--- config.mk ---
export PLATFORM = sky130hd
export DESIGN_NAME = example_04
export DESIGN_NICKNAME = d
export VERILOG_FILES = /design/src/rtl/example_04.sv
export SDC_FILE = /design/constraint.sdc
export NUM_CORES = 1
export LEC_CHECK = 0
export ABC_AREA = 1
export CAP_MARGIN = 20
export CORE_MARGIN = 2
export CORE_UTILIZATION = 48
export DETAILED_ROUTE_END_ITERATION = 8
export PLACE_DENSITY_LB_ADDON = 0.15
export SYNTH_ARGS = -nofsm -noshare
export SYNTH_HDL_FRONTEND = slang
export SYNTH_SLANG_ARGS = --single-unit
--- constraint.sdc ---
create_clock -name clk -period 2.1 [get_ports clk]
set_input_delay 0.42 -clock clk [delete_from_list [all_inputs] [get_ports clk]]
set_output_delay 0.42 -clock clk [all_outputs]
set_load 0.02 [all_outputs]
--- src/rtl/example_04.sv ---
// 8-bit registered register/ALU cell: {A,B,C} picks one of eight operations on Q,
// with D as the 4-bit operand. Q is the flop output directly.
module example_04 (
    input  logic       clk,
    input  logic       rstN,
    input  logic       A,
    input  logic       B,
    input  logic       C,
    input  logic [3:0] D,
    output logic [7:0] Q
);

    logic [2:0]  op;
    logic [7:0]  q_q;
    logic [7:0]  q_d;
    logic [15:0] rot_w;

    assign op = {A, B, C};

    // Rotate via a doubled copy: the upper byte after shifting is the rotated value.
    assign rot_w = {q_q, q_q} << D[2:0];

    always_comb begin
        q_d = q_q;
        unique case (op)
            3'b000: q_d = q_q;
            3'b001: q_d = {q_q[7:4], D};
            3'b010: q_d = {D, q_q[3:0]};
            3'b011: q_d = {q_q[6:0], D[0]};
            3'b100: q_d = q_q + 8'd1;
            3'b101: q_d = q_q + {4'b0000, D};
            3'b110: q_d = {D[3], q_q[7:1]};
            3'b111: q_d = rot_w[15:8];
            default: q_d = q_q;
        endcase
    end

    always_ff @(posedge clk) begin
        if (!rstN) begin
            q_q <= '0;
        end else begin
            q_q <= q_d;
        end
    end

    assign Q = q_q;

endmodule

After elaboration in Yosys (flattened, before gate mapping)
Index checks and enable logic that the tools add are counted.
Word-level totals
  memories: 0
  bits in latches: 0
  logic and storage cells: 19
  bits in registers: 8
  input bits: 9
  memory bits (writable): 0
  memory bits (read-only): 0
Operators by class
  shift operators: 1
  bitwise logic cells: 3
  multipliers: 0
  reduce and logical (&&, ||, !) cells: 3
  order comparisons: 0
  divide/modulo/power cells: 0
  add/sub/neg operators: 2
  eq/ne operators: 7
  mux-type cells: 1
Operators with widths (count)
  $pmux W8 S7: 1
  $shl A16 B3 Y16: 1
  $eq A3 B3 Y1 const B: 4
  $add A8 B1 Y8 const B: 1
  $add A8 B4 Y8: 1
  $eq A3 B2 Y1 const B: 2
  $reduce_and A2 Y1: 2
  $eq A3 B1 Y1 const B: 1
  $logic_not A3 Y1: 1
  $not A1 Y1: 3

Longest topological paths before layout
  depth after elaboration: 3
  gate-level depth with buffers: 17
  mapped depth without buffers: 17

Worst setup path after synthesis
Ideal clock, no wire load.
  path type: input-to-reg
  start: in A
  end: reg q_q[6], in the netlist Q[6]
  required time: 1.991 ns
  arrival: 2.015 ns
  setup slack: -0.024 ns
  stages on the path: 16
  cell sequence: inv_2 > nor2_1 > inv_1 > nor2_1 > inv_1 > nor2_1 > inv_1 > fa_1 > inv_1 > nand3_1 > nand2_1 > a21oi_1 > o21ai_0 > nand3_1 > nand2_1 > inv_1
On the way
  word-level cells in the longest chain between the ends: 3
  elaborated cells on any way between the ends: 12
  those cells by class: 7 x eq/ne; 1 x mux; 2 x bitwise; 2 x reduce/logical
RTL lines
  start: declaration: RTL line 6  | input logic A,
  parallel branches: the longest is 3 deep, another holds $pmux W8 S7
  end signal: assignment: RTL line 42  | q_q <= q_d;
  end: declaration: RTL line 14  | logic [7:0] q_q;
Several ways; the timed one is not identified.
A chain may end at the register's enable or synchronous reset.

Worst setup path after layout
  start: in C
  end: reg q_q[7], in the netlist Q[7]
On the way
  word-level cells in the longest chain between the ends: 3
  elaborated cells on any way between the ends: 12
  those cells by class: 7 x eq/ne; 1 x mux; 2 x bitwise; 2 x reduce/logical
RTL lines
  start: declaration: RTL line 8  | input logic C,
  parallel branches: the longest is 3 deep, another holds $pmux W8 S7
Several ways; the timed one is not identified.

==> summary.txt <==
Timing
  • Final Setup Violations: 0
  • Worst slew margin: 74.70%
  • Clock skew: 0.0006267 ns
  • Tmin final: 2.000 ns
  • Final hold violations: 0
  • Slew Viols, Final: 0
  • Worst-margin pin slew: 0.3790 ns
  • Max Fclk: 500.0 MHz
  • Tcrit/Tclk final: 95.24%

CTS
  • Root buf cell: clkbuf_4
  • Htree depth: 1
  • Latest clock arrival within the worst-skew pair: 0.25 ns
  • Clk sink count: 8
  • Reg clk slew, reported paths: 0.05 ns
  • Clock buffer count from CTS: 3
  • CTS tree: done
  • Deepest clock path buffer count: 2
  • CTS Hold Bufs: 0

Worst setup path
  • R2R cell count: 8
  • Critical R2R Capture: Q[1]$_SDFFE_PN0P_
  • CP peak stage delay: 0.34 ns
  • CP max stage cell: ha_1
  • Crit path to: Q[7]$_SDFFE_PN0P_
  • R2R Setup Slk: 0.41 ns
  • Crit path kind: in -> reg
  • Crit-path cells: dlygate4sd2_1, inv_2, nor2_4, inv_2, buf_4, nor2_1, ha_1, inv_1, nor3_1, nand2_1, a21oi_1, nor2_1, nor2_1, nor2_1
  • Critical Path Start: C
  • Crit Path Max Fanout: 4
  • Critical Path AT: 2.14 ns
  • Critical Path RT: 2.24 ns
  • CP Launch Type: primary input
  • CP Capture Type: flip-flop
  • FF-to-FF Start: Q[0]$_SDFFE_PN0P_
  • Cell repeated most along the worst path: nor2_1

GRT
  • Largest net degree at the start of global routing: 11
  • Initial antenna violation count: 0
  • Total global-route track usage: 32.00%
  • Congestion Overflow GR: 0
  • First-pass GRT wire length: 6555 µm
  • Vias in the first global route: 1,406

Yosys
  • Post-Synthesis Cells: 214
  • Distinct cells, synth: 18
  • Most common cell in the netlist: nand2_1
  • Synth Cell Area: 0.001120 mm²
  • Top post-synthesis cells by area: nand2_1 (22%), nand3_1 (19%), dfxtp_1 (14%)
  • Dominant cell type by area after synthesis: nand2_1
  • Synth Net Count: 228
  • YS warnings: 0
  • Synth top area share: 21.79%
  • Sequential area share after synthesis: 14.30%
  • Synth Area per Inst: 5.233 µm²
  • Async set or reset register ratio after synthesis: 0%
  • Post-synth top cells: nand2_1 (65), nand3_1 (42), inv_1 (28)
  • EDFF count, synth: 0
  • Register bit total from synthesis: 8
  • Most used DFF post-synth: dfxtp_1

Placement
  • GP Congestion: 0.9490
  • Placed Area: 0.001438 mm²
  • PortBufs: 16
  • Post-DP HPWL: 2981 µm

Power
  • Power per cell area: 397.5 mW/mm²
  • Combinational power share: 50.6%
  • P_int: 363.8 µW
  • P_sw: 254.4 µW
  • Clock power frac: 18.9%
  • Sw Share: 41.16%
  • Power share of the sequential group: 30.5%
  • P_leak: 0.7798 nW
  • Peak VDD IR: 0.0004248 V
  • Total power draw: 618.2 µW

Floorplanning
  • Die ar.: 0.002735 mm²
  • Height of the die: 52.30 µm
  • Cell Rows: 17
  • IO Pins: 17
  • Die width: 52.30 µm
  • CORE AREA: 0.002212 mm²
  • Initial core utilization: 50.62%

Detailed routing
  • Via/cell ratio: 5.579
  • Post-route ant nets: 0
  • Routed wire per std cell: 13.96 µm
  • Post-Route WL: 3909 µm
  • Drt pass-1 iters: 7
  • Initial drt markers: 83
  • Total number of vias: 1,562
  • Drc violations: 0

Job
  • Max-cap violations: 0

Finish
  • Area Overhead vs Synth: 38.88%
  • Share of cells above drive strength 1: 21.03%
  • Finished Cell Area: 0.001555 mm²
  • Fillers: 198
  • N_diodes: 0
  • Number of flip-flops in the largest register: 8
  • Nets: 268

Worst hold path
  • HP Class: reg -> reg

Outcome
  • Outcome: complete, no violations
## through the flow
step	util (%)	setup slack [ns]	setup TNS (ns)	std cells	hold WS (ns)
after floorplan	-	0.02095	0	214	0.5618
after global placement	64.99	-0.4774	-3.048	272	0.5871
after detailed placement	64.99	-0.5858	-3.672	272	0.6054
after CTS	68.10	0.005249	0	278	0.6177
after global routing	70.31	-0.06417	-0.06417	280	0.6409
final	70.31	0.1001	0	280	0.6337
## critical path, delay by kind of cell
kind	cells	cell delay [ns]
compound gates	1	0.14
fa+ha+maj	1	0.34
buf+inv	5	0.62
simple gates	7	0.62
## layout by cell type (no fill, tap or decap)
master,n
fa_2,1
a21oi_1,13
ha_4,1
clkbuf_4,3
nor3_4,1
nor3_1,2
inv_1,23
buf_4,25
inv_2,8
o2111ai_1,1
clkbuf_2,2
nor2_4,4
nand2_1,64
dlygate4sd2_1,1
o21ai_1,4
ha_2,1
a21oi_2,3
nand3_2,1
o21ai_0,8
clkdlybuf4s50_1,11
ha_1,2
nor2_1,15
dfxtp_1,8
nand2_2,2
nand3_1,41
o22ai_1,4
dlymetal6s2s_1,2
o221a_2,1
## metal layers
| metal | GRT usage [%] | vias to the layer above | wire length (µm) |
|---|---|---|---|
| met1 | 45.74 | 677 | 1699 |
| li1 | - | 783 | - |
| met4 | 11.11 | 0 | 109 |
| met3 | 2.857 | 16 | 368 |
| met5 | 0 | - | 0 |
| met2 | 49.79 | 86 | 1732 |
## cells by family (layout without fill, tap and decap cells)
| family | Yosys count | after routing | share of synthesized area [%] |
|---|---|---|---|
| flip-flops | 8 | 8 | 14.30 |
| AO/OA/AOI/OAI | 34 | 34 | 16.54 |
| adder cells (fa/ha/maj) | 5 | 5 | 6.257 |
| AND/OR/NAND/NOR | 130 | 130 | 49.83 |
| buffers and inverters | 37 | 75 | 13.07 |
## repair_timing
action / CTS / global route
pin swaps: 9 / 7
setup endpoints to repair: 7 / 7
gates resized for setup: 15 / 17
buffers inserted: 3 / 2
## layout make-up
type | count | area [µm²] | share of cell area (%)
clock buffer | 3 | 22.52 | 1.448
inverter | 31 | 116.4 | 7.482
multi-input combinational | 169 | 879.6 | 56.56
sequential | 8 | 160.2 | 10.30
tap | 28 | 35.03 | 2.253
timing repair buffer | 41 | 341.6 | 21.96
## power by group through the flow
stage	combinational (mW)	clock, mW	sequential [mW]
6_report	0.313	0.117	0.189
5_1_grt	0.347	0.129	0.190
4_1_cts	0.295	0.123	0.188
3_5_place_dp	0.284	0	0.190
3_3_place_gp	0.280	0	0.190
2_1_floorplan	0.158	0	0.197
## worst min-delay path by stage
stage,end,from,slack (ns),cells past startpoint
2_1_floorplan,Q[7]$_SDFFE_PN0P_,rstN,0.56,2
3_3_place_gp,Q[2]$_SDFFE_PN0P_,Q[2]$_SDFFE_PN0P_,0.59,2
3_5_place_dp,Q[2]$_SDFFE_PN0P_,Q[2]$_SDFFE_PN0P_,0.61,2
4_1_cts,Q[3]$_SDFFE_PN0P_,Q[3]$_SDFFE_PN0P_,0.62,2
5_1_grt,Q[3]$_SDFFE_PN0P_,Q[3]$_SDFFE_PN0P_,0.64,2
6_report,Q[7]$_SDFFE_PN0P_,Q[7]$_SDFFE_PN0P_,0.63,2
Note: power is estimated with default switching activity, not from simulation.
